$ cat src/rtl/gps_gen_pkg.sv
// gps_gen_pkg
// Constants shared by the GPS signal generator blocks: code and nav-bit timing
// and the telemetry-word preamble, plus a helper that picks one preamble bit.
// No ports.
package gps_gen_pkg;

    localparam int          GC_OVERSAMPLED_LENGTH = 16368;
    localparam int          NAV_BIT_CODE_PERIODS  = 20;
    localparam int          NAV_BIT_PERIOD        = NAV_BIT_CODE_PERIODS * GC_OVERSAMPLED_LENGTH;
    localparam logic [7:0]  NAV_PREAMBLE          = 8'h8B;

    // Preamble bit at position idx, counting from the MSB (idx 0 -> bit 7).
    function automatic logic preamble_bit(input logic [2:0] idx);
        return NAV_PREAMBLE[3'd7 - idx];
    endfunction

endpackage

$ cat src/rtl/nav_msg_feeder_if.sv
// nav_msg_feeder_if
// Byte valid/ready handshake feeding nav_msg_feeder.
//   data_in        : message byte, MSB transmitted first
//   data_valid_in  : byte offered by the producer
//   data_ready_out : feeder can accept a byte this cycle
// Modports: master (producer side), slave (feeder side).
interface nav_msg_feeder_if;
    logic [7:0] data_in;
    logic       data_valid_in;
    logic       data_ready_out;

    modport master (output data_in, output data_valid_in, input data_ready_out);
    modport slave  (input data_in, input data_valid_in, output data_ready_out);
endinterface

$ cat src/rtl/nav_msg_feeder_byte_fifo.sv
// byte_fifo
// Synchronous 8-bit FIFO, DEPTH entries (power of two, >= 2). The head byte is
// presented combinationally on dout; push when full and pop when empty are ignored.
// Ports:
//   clk, rst_n    : clock, asynchronous active-low reset (empties the FIFO)
//   push, din     : write request and data
//   pop, dout     : read request and head-of-queue data
//   full, empty   : status
//   level         : number of stored bytes
module byte_fifo #(
    parameter int DEPTH    = 4,
    parameter int NB_LEVEL = $clog2(DEPTH + 1)
) (
    input  logic                clk,
    input  logic                rst_n,
    input  logic                push,
    input  logic [7:0]          din,
    input  logic                pop,
    output logic [7:0]          dout,
    output logic                full,
    output logic                empty,
    output logic [NB_LEVEL-1:0] level
);
    localparam int PW = $clog2(DEPTH);

    logic [7:0]          mem_r [DEPTH];
    logic [PW-1:0]       wr_ptr_r;
    logic [PW-1:0]       rd_ptr_r;
    logic [NB_LEVEL-1:0] level_r;
    logic                push_s;
    logic                pop_s;

    assign push_s = push && !full;
    assign pop_s  = pop && !empty;
    assign full   = (level_r == NB_LEVEL'(DEPTH));
    assign empty  = (level_r == {NB_LEVEL{1'b0}});
    assign level  = level_r;
    assign dout   = mem_r[rd_ptr_r];

    // Storage array; contents are don't-care while the pointers say empty.
    always_ff @(posedge clk) begin
        if (push_s) begin
            mem_r[wr_ptr_r] <= din;
        end
    end

    // Pointers and level; pointers wrap naturally since DEPTH is a power of two.
    always_ff @(posedge clk or negedge rst_n) begin
        if (!rst_n) begin
            wr_ptr_r <= {PW{1'b0}};
            rd_ptr_r <= {PW{1'b0}};
            level_r  <= {NB_LEVEL{1'b0}};
        end else begin
            if (push_s) begin
                wr_ptr_r <= wr_ptr_r + PW'(1);
            end
            if (pop_s) begin
                rd_ptr_r <= rd_ptr_r + PW'(1);
            end
            case ({push_s, pop_s})
                2'b10:   level_r <= level_r + NB_LEVEL'(1);
                2'b01:   level_r <= level_r - NB_LEVEL'(1);
                default: level_r <= level_r;
            endcase
        end
    end

endmodule

$ cat src/rtl/nav_msg_feeder.sv
// nav_msg_feeder
// Buffers navigation-message bytes and serialises them MSB-first onto msg_out,
// one bit per BIT_PERIOD enabled cycles, aligned with gps_gen_core's message
// counter (both count ena_in cycles from the same reset).
// Ports:
//   clk_in, rst_in_n  : clock, asynchronous active-low reset
//   ena_in            : sample enable shared with gps_gen_core
//   feed (slave)      : byte valid/ready handshake (data_in/data_valid_in/data_ready_out)
//   clr_underrun_in   : clears the sticky underrun flag
//   msg_out           : current nav bit
//   bit_strobe_out    : one-cycle pulse when msg_out takes a new bit
//   underrun_out      : sticky, a bit boundary found no data
//   fifo_level_out    : bytes stored in the FIFO
// Build option: NAV_FEED_PREAMBLE_EN -- idle bits cycle through the 8'h8B
// preamble on underrun instead of sending 0.
module nav_msg_feeder
    import gps_gen_pkg::*;
#(
    parameter int BIT_PERIOD = NAV_BIT_PERIOD,
    parameter int FIFO_DEPTH = 4,
    parameter int NB_LEVEL   = $clog2(FIFO_DEPTH + 1)
) (
    input  logic                clk_in,
    input  logic                rst_in_n,
    input  logic                ena_in,
    nav_msg_feeder_if.slave     feed,
    input  logic                clr_underrun_in,
    output logic                msg_out,
    output logic                bit_strobe_out,
    output logic                underrun_out,
    output logic [NB_LEVEL-1:0] fifo_level_out
);
    localparam int CW = (BIT_PERIOD > 1) ? $clog2(BIT_PERIOD) : 1;

    logic [CW-1:0] cnt_r;
    logic [7:0]    shreg_r;
    logic [2:0]    bits_left_r;
    logic          msg_r;
    logic          strobe_r;
    logic          underrun_r;

    logic          boundary_s;
    logic          fifo_full_s;
    logic          fifo_empty_s;
    logic [7:0]    head_s;
    logic          push_s;
    logic          pop_s;
    logic          idle_bit_s;
    logic          underrun_hit_s;
    logic          msg_next_s;
    logic [7:0]    shreg_next_s;
    logic [2:0]    bits_left_next_s;

    assign boundary_s          = ena_in && (cnt_r == CW'(BIT_PERIOD - 1));
    assign feed.data_ready_out = !fifo_full_s;
    assign push_s              = feed.data_valid_in && !fifo_full_s;

    byte_fifo #(
        .DEPTH    (FIFO_DEPTH),
        .NB_LEVEL (NB_LEVEL)
    ) u_fifo (
        .clk   (clk_in),
        .rst_n (rst_in_n),
        .push  (push_s),
        .din   (feed.data_in),
        .pop   (pop_s),
        .dout  (head_s),
        .full  (fifo_full_s),
        .empty (fifo_empty_s),
        .level (fifo_level_out)
    );

`ifdef NAV_FEED_PREAMBLE_EN
    logic [2:0] pre_idx_r;

    // Preamble position: restarts on every byte pop, advances per idle bit sent.
    always_ff @(posedge clk_in or negedge rst_in_n) begin
        if (!rst_in_n) begin
            pre_idx_r <= 3'd0;
        end else if (pop_s) begin
            pre_idx_r <= 3'd0;
        end else if (underrun_hit_s) begin
            pre_idx_r <= pre_idx_r + 3'd1;
        end else begin
            pre_idx_r <= pre_idx_r;
        end
    end

    assign idle_bit_s = preamble_bit(pre_idx_r);
`else
    assign idle_bit_s = 1'b0;
`endif

    // Boundary decision: shift the current byte, load a new one, or send idle.
    // The FIFO has no bypass, so a byte pushed in this cycle cannot be used here.
    always_comb begin
        msg_next_s       = msg_r;
        shreg_next_s     = shreg_r;
        bits_left_next_s = bits_left_r;
        underrun_hit_s   = 1'b0;
        pop_s            = 1'b0;
        if (boundary_s) begin
            if (bits_left_r != 3'd0) begin
                msg_next_s       = shreg_r[7];
                shreg_next_s     = {shreg_r[6:0], 1'b0};
                bits_left_next_s = bits_left_r - 3'd1;
            end else if (!fifo_empty_s) begin
                pop_s            = 1'b1;
                msg_next_s       = head_s[7];
                shreg_next_s     = {head_s[6:0], 1'b0};
                bits_left_next_s = 3'd7;
            end else begin
                underrun_hit_s   = 1'b1;
                msg_next_s       = idle_bit_s;
            end
        end else begin
            pop_s = 1'b0;
        end
    end

    // Enabled-cycle counter, wraps at BIT_PERIOD-1 like the core's message counter.
    always_ff @(posedge clk_in or negedge rst_in_n) begin
        if (!rst_in_n) begin
            cnt_r <= {CW{1'b0}};
        end else if (ena_in) begin
            cnt_r <= boundary_s ? {CW{1'b0}} : cnt_r + CW'(1);
        end else begin
            cnt_r <= cnt_r;
        end
    end

    // Serialiser state and registered outputs; underrun set beats clear.
    always_ff @(posedge clk_in or negedge rst_in_n) begin
        if (!rst_in_n) begin
            msg_r       <= 1'b0;
            shreg_r     <= 8'h00;
            bits_left_r <= 3'd0;
            strobe_r    <= 1'b0;
            underrun_r  <= 1'b0;
        end else begin
            msg_r       <= msg_next_s;
            shreg_r     <= shreg_next_s;
            bits_left_r <= bits_left_next_s;
            strobe_r    <= boundary_s;
            if (underrun_hit_s) begin
                underrun_r <= 1'b1;
            end else if (clr_underrun_in) begin
                underrun_r <= 1'b0;
            end else begin
                underrun_r <= underrun_r;
            end
        end
    end

    assign msg_out        = msg_r;
    assign bit_strobe_out = strobe_r;
    assign underrun_out   = underrun_r;

endmodule

$ cat src/flat_wrapper.sv
// flat-port wrapper written by rule: the top's interface ports become plain ports
module nav_msg_feeder_flat import gps_gen_pkg::*;
#(
    parameter int BIT_PERIOD = NAV_BIT_PERIOD,
    parameter int FIFO_DEPTH = 4,
    parameter int NB_LEVEL   = $clog2(FIFO_DEPTH + 1)
)
  (clk_in, rst_in_n, ena_in, clr_underrun_in, msg_out, bit_strobe_out, underrun_out, fifo_level_out, feed_data_in, feed_data_valid_in, feed_data_ready_out);
  nav_msg_feeder_if feed_i ();
  input  logic clk_in;
  input  logic rst_in_n;
  input  logic ena_in;
  input  logic clr_underrun_in;
  output logic msg_out;
  output logic bit_strobe_out;
  output logic underrun_out;
  output logic [NB_LEVEL-1:0] fifo_level_out;
  input wire logic [$bits(feed_i.data_in)-1:0] feed_data_in;
  input wire logic [$bits(feed_i.data_valid_in)-1:0] feed_data_valid_in;
  output wire logic [$bits(feed_i.data_ready_out)-1:0] feed_data_ready_out;
  assign feed_i.data_in = feed_data_in;
  assign feed_i.data_valid_in = feed_data_valid_in;
  assign feed_data_ready_out = feed_i.data_ready_out;
  nav_msg_feeder #(.BIT_PERIOD(BIT_PERIOD), .FIFO_DEPTH(FIFO_DEPTH), .NB_LEVEL(NB_LEVEL)) u_core (.clk_in(clk_in), .rst_in_n(rst_in_n), .ena_in(ena_in), .feed(feed_i), .clr_underrun_in(clr_underrun_in), .msg_out(msg_out), .bit_strobe_out(bit_strobe_out), .underrun_out(underrun_out), .fifo_level_out(fifo_level_out));
endmodule
$ cat config.mk
export PLATFORM = sky130hd
export DESIGN_NAME = nav_msg_feeder_flat
export DESIGN_NICKNAME = d
export VERILOG_FILES = /design/src/rtl/gps_gen_pkg.sv /design/src/rtl/nav_msg_feeder_if.sv /design/src/rtl/nav_msg_feeder_byte_fifo.sv /design/src/rtl/nav_msg_feeder.sv /design/src/flat_wrapper.sv
export SDC_FILE = /design/constraint.sdc
export NUM_CORES = 1
export LEC_CHECK = 0
export ABC_CLOCK_PERIOD_IN_PS = 5700
export CORE_UTILIZATION = 63
export CTS_CLUSTER_SIZE = 10
export DETAILED_ROUTE_END_ITERATION = 6
export PLACE_DENSITY_LB_ADDON = 0.2
export SETUP_SLACK_MARGIN = 0.5
export SYNTH_ARGS = -nofsm -noshare
export SYNTH_HDL_FRONTEND = slang
export SYNTH_SLANG_ARGS = --single-unit
$ cat constraint.sdc
create_clock -name clk_in -period 5.7 [get_ports clk_in]
set_clock_uncertainty 0.15 [all_clocks]
set_input_delay 1.425 -clock clk_in [delete_from_list [all_inputs] [get_ports clk_in]]
set_output_delay 1.425 -clock clk_in [all_outputs]
set_load 0.01 [all_outputs]
==> flow_metrics.tcl <==
set metrics [dict create \
    post_cts.resized_instances 0 \
    yosysTopAreaCellShare_pct 30.7 \
    cp.arrival_ps 4220 \
    core_area_mm2 0.00479 \
    dominantRegCellSynth "dfrtp_1" \
    ctsLongestPathBuffers 2 \
    total_of_warnings_raised_by_yosys 0 \
    dieArea_mm2 0.00533 \
    detail_route.wl_per_cell_um 17.2 \
    cts_inserted_buffers 9 \
    seqCellArea_mm2 0.00194 \
    nFillCells 306 \
    synth-seq-cells 71 \
    timing.slew.headroom_pct 41.4 \
    critPathLaunchType "primary input" \
    tns_ps 0 \
    final_common_cell "dfrtp_1" \
    die_x_um 73.0 \
    worst-endpoint-required_ps 5810 \
    vias 1956 \
    fmaxAchievable_mhz 243 \
    initial_core_utilization_pct 66.4 \
    final-setup-viol-count 0 \
    drt_first_iter_violations 118 \
    hold_path.class "flip-flop to flip-flop" \
    final-max-slew-violation-count 0 \
    critPathMaxFanout 7 \
    multi_input_comb_area_mm2 0.00115 \
    synth.distinct_cells 42 \
    synth.yosys.seq_area_share_pct 60.9 \
    status "finished clean" \
    syn_avg_cell_area_um2 13.4 \
    grt_start_max_net_pins 40 \
    ioPinCount 20 \
    antenna_cells 0 \
    fin_nets 283 \
    endpoint_class_of_the_critical_path "flip-flop" \
    first_global_vias 1946 \
    gp_congestion 0.762 \
    syn_to_final_growth_pct 14.6 \
    layout_worst_path_cycle_share_pct 72.1 \
    netlist_instances 237 \
    wl_met2_um 2650 \
    syn_nets 259 \
    hold_buffers 0 \
    p_leak_nw 1.46 \
    avgViaCountPerCell 5.87 \
    grt.overflow.total 0 \
    y_dimension_of_the_die_um 73.0 \
    rows 25 \
    synthesis.area_mm2 0.00318 \
    grt_antenna_before_repair 0 \
    cts.reportedPaths.clkPinSlew_ps 80 \
    ir_worst_vdd_uv 300 \
    post-cts-setup-buffer-count 0 \
    cts_max_level 3 \
    drtAntennaViolNets 0 \
    post-route-min-period_ps 4110 \
    root_buffer "clkbuf_8" \
    async_reset_ff_share_pct 54.9 \
    remaining_drc_errors 0 \
    ys_top_cells_by_area "dfrtp_1, edfxtp_1, mux2_2" \
    hold_viol_final 0 \
    cts.sinks 71 \
    drt_pre_antenna_iters 4 \
    worstSkewPairLatency_ps 330 \
    clock_tree_from_tritoncts "done" \
    worstSetupPathType "primary input to flip-flop" \
    cap_viol_max_count 0 \
    synth-edff-count 32 \
    wl_met1_um 2710 \
    groute.usage.overall_pct 24.6 \
    worst_margin_slew_ps 879 \
    power_density_mw_per_mm2 384 \
    ratio_of_cells_with_drive_above_1_in_the_final_layout_pct 14.3 \
    synth_top_area_cell "dfrtp_1" \
    route.top_layer_used "met4" \
    grt_first_pass_wirelength_um 9390 \
    end_of_flow_core_utilization_pct 76.1 \
    portBuffers 19 \
    dp_hpwl_um 3770 \
    route.met3.wl_um 228 \
    grt_setup_unrepaired "false" \
    final_cell_mix "dfrtp_1, edfxtp_1, clkdlybuf4s50_1, nor2_1" \
    totalWireLength_um 5740 \
]
==> routing by layer <==
layer | vias to the layer above | track usage [%]
met4 | 0 | 12.6
met3 | 15 | 4.83
met2 | 57 | 35.6
li1 | 918 | -
met5 | - | 0
met1 | 966 | 35.7
==> cells by family (layout without fill, tap and decap cells) <==
family / after synthesis / in the layout / synth area share, %
AND/OR/NAND/NOR: 64 / 64 / 12.0
flip-flops: 71 / 71 / 60.9
multiplexers: 23 / 23 / 8.58
buffers and inverters: 21 / 50 / 2.99
XOR/XNOR: 21 / 21 / 5.79
AO/OA/AOI/OAI: 28 / 28 / 5.94
adder cells (fa/ha/maj): 9 / 9 / 3.78
==> path summary, 6_finish.rpt <==
path / slack [ps] / endpoint / cells past startpoint / from
setup reg to reg: 2650 / u_core.u_fifo.level[2]$_DFFE_PN0P_ / 9 / u_core.cnt_r[8]$_DFFE_PN0P_
setup / recovery: 1590 / u_core.u_fifo.level[2]$_DFFE_PN0P_ / 10 / ena_in
max in group asynchronous: 3790 / u_core.cnt_r[1]$_DFFE_PN0P_ / 1 / rst_in_n
min in group asynchronous: 1060 / u_core.shreg_r[4]$_DFFE_PN0P_ / 1 / rst_in_n
hold reg to reg: 360 / u_core.shreg_r[3]$_DFFE_PN0P_ / 1 / u_core.shreg_r[3]$_DFFE_PN0P_
hold / removal: 360 / u_core.shreg_r[3]$_DFFE_PN0P_ / 1 / u_core.shreg_r[3]$_DFFE_PN0P_
==> cell usage after synthesis, types with 7 or more instances <==
cell type  instances
nor2_1            16
edfxtp_1          32
a22oi_1            8
xnor2_1           14
nand2_1            9
xor2_1             7
ha_1               8
dfrtp_1           39
inv_1             14
mux2i_1            7
mux2_2            14
==> where the power goes <==
group	internal, mW	switching (mW)
Sequential	0.628	0.0654
Clock	0.288	0.187
Combinational	0.102	0.127
==> flip-flops by register name, indices dropped and copies added, names as in the netlist <==
signal	count
u_core.shreg_r	7
u_core.u_fifo.mem_r	32
u_core.bits_left_r	3
u_core.u_fifo.wr_ptr_r	2
u_core.bit_strobe_out	1
u_core.cnt_r	19
u_core.u_fifo.level	3
u_core.underrun_out	1
u_core.u_fifo.rd_ptr_r	2
u_core.msg_out	1
==> per-stage QoR <==
step / total power, mW / instances / setup WS, ps / hold WS [ps] / cell area, µm²
global placement: 0.919 / 317 / 1430 / 340 / 3410
floorplan: 0.834 / 237 / 2250 / 314 / 3180
CTS: 1.40 / 333 / 1620 / 365 / 3640
finish: 1.40 / 333 / 1590 / 363 / 3640
global route: 1.46 / 333 / 1450 / 384 / 3640
detailed placement: 0.933 / 317 / 1280 / 348 / 3410
==> worst max-delay path: stages <==
cell	delay, ps
clkdlybuf4s50_1	650
nand4_4	210
nor4_4	520
and3_2	340
ha_1	190
inv_1	60
fa_1	370
xor2_1	150
nor2_1	130
xor2_1	160
==> final cells by class <==
type / count / share of cell area [%]
flip-flops and latches: 71 / 53.2
multi-input cells: 145 / 31.5
repair buffers: 19 / 5.08
clock buffers: 9 / 3.40
clock inverters: 7 / 3.06
well taps: 67 / 2.30
inverters: 15 / 1.55
Note: power is estimated with default switching activity, not from simulation.
